$ cat config.mk
export PLATFORM = sky130hd
export DESIGN_NAME = timer_multicanal
export DESIGN_NICKNAME = d
export VERILOG_FILES = /design/src/rtl/timer_multicanal.sv
export SDC_FILE = /design/constraint.sdc
export NUM_CORES = 1
export LEC_CHECK = 0
export ABC_AREA = 0
export CORE_MARGIN = 5
export CORE_UTILIZATION = 47
export CTS_BUF_LIST = sky130_fd_sc_hd__clkbuf_16
export DETAILED_ROUTE_END_ITERATION = 8
export MAX_ROUTING_LAYER = met4
export PLACE_DENSITY_LB_ADDON = 0.2
export SYNTH_ARGS = -nofsm -noshare
export SYNTH_HDL_FRONTEND = slang
export SYNTH_SLANG_ARGS = --single-unit
$ cat constraint.sdc
create_clock -name clock -period 3.15 [get_ports clock]
set_input_delay 0.4725 -clock clock [delete_from_list [all_inputs] [get_ports clock]]
set_output_delay 0.4725 -clock clock [all_outputs]
set_load 0.005 [all_outputs]
$ cat src/rtl/timer_multicanal.sv
// Multi-channel seconds countdown timer with a shared free-running prescaler.
// Each channel keeps its own sub-second counter so its timing is independent of the prescaler phase.
module timer_multicanal #(
  parameter int CLK_DIV = 100,
  parameter int N_CH    = 2,
  parameter int VAL_W   = 4
) (
  input  logic                    clock,
  input  logic                    reset,
  input  logic [N_CH-1:0]         start_timer,
  input  logic [N_CH-1:0]         abort,
  input  logic [N_CH*VAL_W-1:0]   value,
  output logic [N_CH-1:0]         expired,
  output logic [N_CH-1:0]         busy,
  output logic [N_CH*VAL_W-1:0]   counter,
  output logic                    one_hz_enable,
  output logic                    two_hz_enable
);

  localparam int PW = $clog2(CLK_DIV);
  localparam logic [PW-1:0] LAST = PW'(CLK_DIV - 1);
  localparam logic [PW-1:0] HALF = PW'(CLK_DIV / 2 - 1);

  typedef enum logic [1:0] {
    ST_IDLE     = 2'd0,
    ST_COUNTING = 2'd1,
    ST_EXPIRED  = 2'd2
  } ch_state_t;

  logic [PW-1:0] presc_q, presc_d;

  always_comb begin
    presc_d = (presc_q == LAST) ? '0 : presc_q + PW'(1);
  end

  always_ff @(posedge clock or posedge reset) begin
    if (reset) begin
      presc_q <= '0;
    end else begin
      presc_q <= presc_d;
    end
  end

  // Decoded from the prescaler register, so both strobes are 0 while in reset.
  assign one_hz_enable = (presc_q == LAST);
  assign two_hz_enable = (presc_q == LAST) || (presc_q == HALF);

  for (genvar gi = 0; gi < N_CH; gi++) begin : g_ch
    ch_state_t        state_q, state_d;
    logic [PW-1:0]    sub_q, sub_d;
    logic [VAL_W-1:0] cnt_q, cnt_d;
    logic             busy_q, expired_q;
    logic [VAL_W-1:0] val_in;

    assign val_in = value[gi*VAL_W +: VAL_W];

    always_comb begin
      state_d = state_q;
      sub_d   = sub_q;
      cnt_d   = cnt_q;
      if (abort[gi]) begin
        state_d = ST_IDLE;
        sub_d   = '0;
        cnt_d   = '0;
      end else if (start_timer[gi]) begin
        sub_d = '0;
        if (val_in != '0) begin
          state_d = ST_COUNTING;
          cnt_d   = val_in;
        end else begin
          state_d = ST_EXPIRED;
          cnt_d   = '0;
        end
      end else if (state_q == ST_COUNTING) begin
        if (sub_q == LAST) begin
          sub_d = '0;
          // Testing <= 1 rather than == 1 keeps the counter from ever wrapping below zero.
          if (cnt_q <= VAL_W'(1)) begin
            cnt_d   = '0;
            state_d = ST_EXPIRED;
          end else begin
            cnt_d = cnt_q - VAL_W'(1);
          end
        end else begin
          sub_d = sub_q + PW'(1);
        end
      end
    end

    always_ff @(posedge clock or posedge reset) begin
      if (reset) begin
        state_q   <= ST_IDLE;
        sub_q     <= '0;
        cnt_q     <= '0;
        busy_q    <= 1'b0;
        expired_q <= 1'b0;
      end else begin
        state_q   <= state_d;
        sub_q     <= sub_d;
        cnt_q     <= cnt_d;
        busy_q    <= (state_d == ST_COUNTING);
        expired_q <= (state_d == ST_EXPIRED);
      end
    end

    assign busy[gi]                     = busy_q;
    assign expired[gi]                  = expired_q;
    assign counter[gi*VAL_W +: VAL_W]   = cnt_q;
  end

endmodule

Word-level counts from Yosys, hierarchy flattened
Cells that the tools add are included.
{ "totals": {"register_bits": 37, "out_inout_bits": 14, "wordCells": 70} }
{ "op_classes": {"order_cmp": 2, "eq_ne": 10, "add_sub_neg": 5, "n_mux": 33, "reduce_logical": 9} }
{ "op_table": {"columns": ["operator", "count"], "rows": [
  ["$mux W7", 9],
  ["$mux W4", 12],
  ["$mux W2", 12],
  ["$add A7 B1 Y7 const B", 3],
  ["$eq A7 B7 Y1 const B", 3],
  ["$reduce_bool A3 Y1", 4],
  ["$eq A2 B1 Y1 const B", 4],
  ["$le A4 B1 Y1 const B", 2],
  ["$reduce_bool A4 Y1", 2],
  ["$sub A4 B1 Y4 const B", 2],
  ["$eq A7 B6 Y1 const B", 1],
  ["$eq A2 B2 Y1 const B", 2],
  ["$reduce_and A2 Y1", 2],
  ["$logic_or A1 B1 Y1", 1]
]} }

Depth between registers and ports, before layout
{ "depth": {"depth_word": 7, "ltp_mapped": 6, "mapped_depth_nobuf": 6} }

Least setup slack after synthesis
OpenSTA, ideal clock, no wires.
{ "synth_timing": {"path_kind": "flip-flop to flip-flop", "start": "register g_ch[1].sub_q[0]", "end": "register g_ch[1].cnt_q[0]", "stages_incl_launch_ff": 7, "synth_period_minus_slack_ns": 1.602, "path_slack_ns": 1.548, "t_arrival_ns": 1.481, "setup_ns": 0.121, "n_path_buf": 1, "path_cell_list": "dfrtp_1 -> ha_1 -> and4b_1 -> clkbuf_1 -> a21oi_4 -> nor2_1 -> a22o_1"} }
{ "synth_via": {"elab_chain_cells": 3} }
{ "synth_rtl": {"columns": ["item", "line", "text"], "rows": [
  ["start: declaration", "50", "logic [PW-1:0] sub_q, sub_d;"],
  ["start signal: assignment", "99", "sub_q <= sub_d;"],
  ["$eq A7 B7 Y1", "75", "if (sub_q == LAST) begin"],
  ["$reduce_bool A3 Y1 (no source line)", null, null],
  ["$reduce_and A2 Y1 (no source line)", null, null],
  ["end signal: assignment", "100", "cnt_q <= cnt_d;"],
  ["end: declaration", "51", "logic [VAL_W-1:0] cnt_q, cnt_d;"]
]} }
Every way passes these cells.
A chain may end at the register's enable or synchronous reset.

Worst setup path after layout
{ "layout_timing": {"start": "register presc_q[0]", "end": "output port one_hz_enable"} }
{ "layout_via": {"elab_chain_cells": 1} }
{ "layout_rtl": {"columns": ["item", "line", "text"], "rows": [
  ["start: declaration", "30", "logic [PW-1:0] presc_q, presc_d;"],
  ["start signal: assignment", "40", "presc_q <= presc_d;"],
  ["$eq A7 B7 Y1", "45", "assign one_hz_enable = (presc_q == LAST);"],
  ["end: declaration", "16", "output logic one_hz_enable,"]
]} }
Every way passes these cells.

==> metrics.txt <==
# TYPE chip_impl_metric gauge
chip_impl_info{name="worst_hold_path_type",value="flip-flop to flip-flop"} 1
chip_impl_metric{name="fp-row-count",unit=""} 24
chip_impl_metric{name="ff2ff_setup_slack",unit="ns"} 1.37
chip_impl_metric{name="ys_seq_area_frac",unit=""} 0.4376
chip_impl_info{name="synth_area_leaders",value="sky130_fd_sc_hd__dfrtp_1 44%, sky130_fd_sc_hd__ha_1 4.7%, sky130_fd_sc_hd__nor2_1 3.5%, sky130_fd_sc_hd__xor2_1 3.3%, sky130_fd_sc_hd__a21oi_1 3.1%"} 1
chip_impl_metric{name="vdd.ir_drop.worst",unit="µV"} 199.9
chip_impl_metric{name="pin_count",unit=""} 28
chip_impl_metric{name="min_period",unit="ns"} 2.304
chip_impl_metric{name="cp.required",unit="ns"} 2.68
chip_impl_metric{name="postPlaceCellArea",unit="mm²"} 0.002387
chip_impl_metric{name="p_per_area",unit="mW/mm²"} 459.1
chip_impl_metric{name="timing.reg2reg.worst_path_depth",unit=""} 6
chip_impl_info{name="crit-reg2reg-launch",value="g_ch[1].cnt_q[0]$_DFFE_PP0P_"} 1
chip_impl_metric{name="via_count_of_the_first_global_routing_pass",unit=""} 1485
chip_impl_info{name="status",value="complete, no violations"} 1
chip_impl_metric{name="aggregate_global_route_resource_usage",unit=""} 0.1469
chip_impl_metric{name="cts.clk_slew.worst_paths",unit="ns"} 0.05
chip_impl_metric{name="syn-cell-area",unit="mm²"} 0.002116
chip_impl_metric{name="post_cts_resize_count",unit=""} 0
chip_impl_info{name="tritoncts",value="done"} 1
chip_impl_metric{name="effective_utilization_at_floorplan",unit=""} 0.4859
chip_impl_metric{name="fin_worst_skew",unit="ns"} 0.003088
chip_impl_metric{name="mean_routed_wirelength_per_cell",unit="µm"} 13.95
chip_impl_metric{name="holdPathStages",unit=""} 1
chip_impl_metric{name="post_synth_edffs",unit=""} 0
chip_impl_metric{name="antenna_found_initial",unit=""} 0
chip_impl_metric{name="cp.buffers_inverters",unit=""} 1
chip_impl_info{name="min_delay_worst_endpoint",value="presc_q[0]$_DFF_PP0_"} 1
chip_impl_metric{name="cts.sink_count",unit=""} 37
chip_impl_metric{name="antenna_cells_inserted",unit=""} 0
chip_impl_metric{name="critical_path_depth",unit=""} 4
chip_impl_metric{name="post_synth_inst_count",unit=""} 211
chip_impl_metric{name="drt_pre_antenna_iters",unit=""} 4
chip_impl_info{name="setup_repair_after_global_routing_missed_its_margin",value="no"} 1
chip_impl_info{name="layout.cells.most_common",value="sky130_fd_sc_hd__dfrtp_1"} 1
chip_impl_info{name="crit_path_end_kind",value="output pin"} 1
chip_impl_metric{name="leakage",unit="nW"} 1.064
chip_impl_metric{name="synth_seq_cells",unit=""} 37
chip_impl_metric{name="cp.arrival",unit="ns"} 1.83
chip_impl_metric{name="drt_iter0_markers",unit=""} 85
chip_impl_metric{name="synth_area_per_cell",unit="µm²"} 10.03
chip_impl_metric{name="final_min_period_over_clock_period",unit=""} 0.7315
chip_impl_metric{name="fp.dieW",unit="µm"} 77.10
chip_impl_metric{name="timing.fmax",unit="GHz"} 0.4340
chip_impl_info{name="most_frequent_cells_in_the_layout",value="37 x sky130_fd_sc_hd__dfrtp_1, 27 x sky130_fd_sc_hd__clkdlybuf4s50_1, 20 x sky130_fd_sc_hd__nor2_1"} 1
chip_impl_info{name="timing.setup.critical_path_class",value="flip-flop to output pin"} 1
chip_impl_metric{name="post_synth_num_cell_types",unit=""} 41
chip_impl_info{name="post-synth-top-area-cell",value="sky130_fd_sc_hd__dfrtp_1"} 1
chip_impl_metric{name="groute.layer.met3.usage",unit=""} 0.03981
chip_impl_metric{name="cts_inserted_buffers",unit=""} 5
chip_impl_metric{name="grt_first_pass_wirelength",unit="µm"} 6906
chip_impl_metric{name="synthesized_netlist_net_count",unit=""} 233
chip_impl_metric{name="synthToLayoutAreaGrowth",unit="%"} 19.28
chip_impl_metric{name="antenna_left",unit=""} 0
chip_impl_metric{name="cts_max_level",unit=""} 2
chip_impl_metric{name="timing_max_transition_violations_final",unit=""} 0
chip_impl_metric{name="finalHoldViolCount",unit=""} 0
chip_impl_metric{name="clkLatencyLatePin",unit="ns"} 0.28
chip_impl_info{name="crit_path_cell_trace",value="ha_1, nand3b_1, nor2_1, clkdlybuf4s50_1"} 1
chip_impl_info{name="synth_flop_cell",value="sky130_fd_sc_hd__dfrtp_1"} 1
chip_impl_metric{name="drv_cap",unit=""} 0
chip_impl_metric{name="layout.cell_area.non_filler",unit="mm²"} 0.002524
chip_impl_metric{name="holdBufCountCts",unit=""} 0
chip_impl_metric{name="grt_max_degree",unit=""} 24
chip_impl_metric{name="critical_path_peak_fanout",unit=""} 5
chip_impl_metric{name="met2_usage",unit=""} 0.2012
chip_impl_metric{name="synthArstFlopShare",unit=""} 1.000
chip_impl_metric{name="vias",unit=""} 1596
chip_impl_info{name="grt.busiest_layer",value="met1"} 1
chip_impl_metric{name="route.detailed.vias_per_inst",unit=""} 5.561
chip_impl_metric{name="clk_path_buf_depth",unit=""} 2
chip_impl_metric{name="route.detailed.drc",unit=""} 0
chip_impl_metric{name="cts_post_setup_buffers_inserted",unit=""} 0
chip_impl_metric{name="slew_headroom",unit=""} 0.4559
chip_impl_metric{name="finalWeightedCongestion",unit=""} 0.8013
chip_impl_metric{name="setup_tns",unit="ns"} 0
chip_impl_metric{name="place.detailed.hpwl",unit="µm"} 2965
chip_impl_metric{name="nNetsFinal",unit=""} 257
chip_impl_metric{name="routed_wl",unit="µm"} 4004
chip_impl_metric{name="drive_gt1_frac",unit=""} 0.08936
chip_impl_metric{name="core",unit="mm²"} 0.004354
chip_impl_metric{name="setup_viol",unit=""} 0
chip_impl_metric{name="postLayoutCoreUtil",unit=""} 0.5796
chip_impl_metric{name="critical-path-max-stage-delay",unit="ns"} 0.55
chip_impl_info{name="worstSetupStartpointType",value="flip-flop"} 1
chip_impl_metric{name="whs",unit="ns"} 0.5050
chip_impl_metric{name="worst_slew_pin_slew",unit="ns"} 0.8152
chip_impl_info{name="critical_path.slowest_cell",value="sky130_fd_sc_hd__clkdlybuf4s50_1"} 1
chip_impl_metric{name="overflow",unit=""} 0
chip_impl_info{name="critical-path-top-delay-family",value="buffers and inverters"} 1
chip_impl_metric{name="die-height",unit="µm"} 77.10
chip_impl_metric{name="fp.dieArea",unit="mm²"} 0.005944
chip_impl_metric{name="synth_warnings",unit=""} 0
chip_impl_metric{name="grtUsageMet1",unit=""} 0.2064
chip_impl_info{name="min-delay-start",value="presc_q[0]$_DFF_PP0_"} 1
chip_impl_info{name="clk_root_buffer_cell",value="sky130_fd_sc_hd__clkbuf_16"} 1
chip_impl_metric{name="share_of_the_synthesized_area_in_the_top_cell_type",unit=""} 0.4376
chip_impl_metric{name="buffer_ports.inserted",unit=""} 27
chip_impl_info{name="worst_r2r_end",value="g_ch[1].busy_q$_DFF_PP0_"} 1
[cell type report]
cell class,instances,area [µm²]
fillers,378,1831
multi-input cells,151,1070
flip-flops and latches,37,925.9
repair buffers,29,285.3
clock buffers,5,125.1
well taps,52,65.06
inverters,11,41.29
clock inverters,2,11.26
[registers in the layout, summed over array words and instances (netlist names)]
signal	count
presc_q	7
g_ch.sub_q	14
g_ch.busy_q	2
g_ch.expired_q	2
g_ch.cnt_q	8
g_ch.state_q	4
[cells by family after synthesis]
family,count (synthesis),synth area share
compound gates,45,0.1691
flops,37,0.4376
xor+xnor,14,0.05796
simple gates,79,0.2064
buf+inv,23,0.05677
fa+ha+maj,8,0.04731
mux,5,0.02484
[where the power goes]
| part | total (mW) | internal, mW | switching (mW) | leakage (nW) |
|---|---|---|---|---|
| Combinational | 0.174 | 0.0909 | 0.0828 | 0.513 |
| Clock | 0.467 | 0.285 | 0.182 | 0.0633 |
| Sequential | 0.518 | 0.494 | 0.0233 | 0.488 |
[worst max-delay path by stage]
stage                     slack [ns]                          from                      endpoint
final                           0.85          presc_q[0]$_DFF_PP0_                 one_hz_enable
after global routing            0.71          presc_q[0]$_DFF_PP0_                 one_hz_enable
after CTS                       0.80          presc_q[0]$_DFF_PP0_                 one_hz_enable
after detailed placement        0.93                start_timer[1]  g_ch[1].cnt_q[0]$_DFFE_PP0P_
after global placement          0.99                start_timer[1]  g_ch[1].cnt_q[0]$_DFFE_PP0P_
after floorplan                 1.55  g_ch[1].sub_q[0]$_DFFE_PP0P_  g_ch[1].cnt_q[0]$_DFFE_PP0P_
[cells in the mapped netlist (all sizes together), types with 2 or more instances]
cell / number
dfrtp: 37
nor2: 20
a21oi: 15
nand2: 12
inv: 11
buf: 9
ha: 8
xor2: 8
nand3: 7
nor3: 7
o2111ai: 6
o31ai: 6
xnor2: 6
and2: 5
and3: 5
nand2b: 5
a22o: 4
nor2b: 4
o21ai: 4
o41ai: 4
or2: 4
a31oi: 3
clkbuf: 3
mux2i: 3
nand3b: 3
a41oi: 2
and4bb: 2
mux2: 2
[per-layer routing]
layer | wire (µm) | up-vias | part of all wire
met5 | 0 | - | 0
met4 | 69 | 0 | 0.017
met3 | 200 | 7 | 0.050
met2 | 1674 | 37 | 0.42
met1 | 2059 | 759 | 0.51
li1 | - | 793 | -
[through the flow]
stage          total power, mW  cells  setup slack, ns
3_5_place_dp            0.6999    280           0.9263
2_1_floorplan           0.6304    211            1.548
6_report                 1.159    287           0.8459
4_1_cts                  1.175    287           0.8000
5_1_grt                  1.208    287           0.7100
3_3_place_gp            0.6979    280           0.9944
Power figures use the tool's default switching activity.
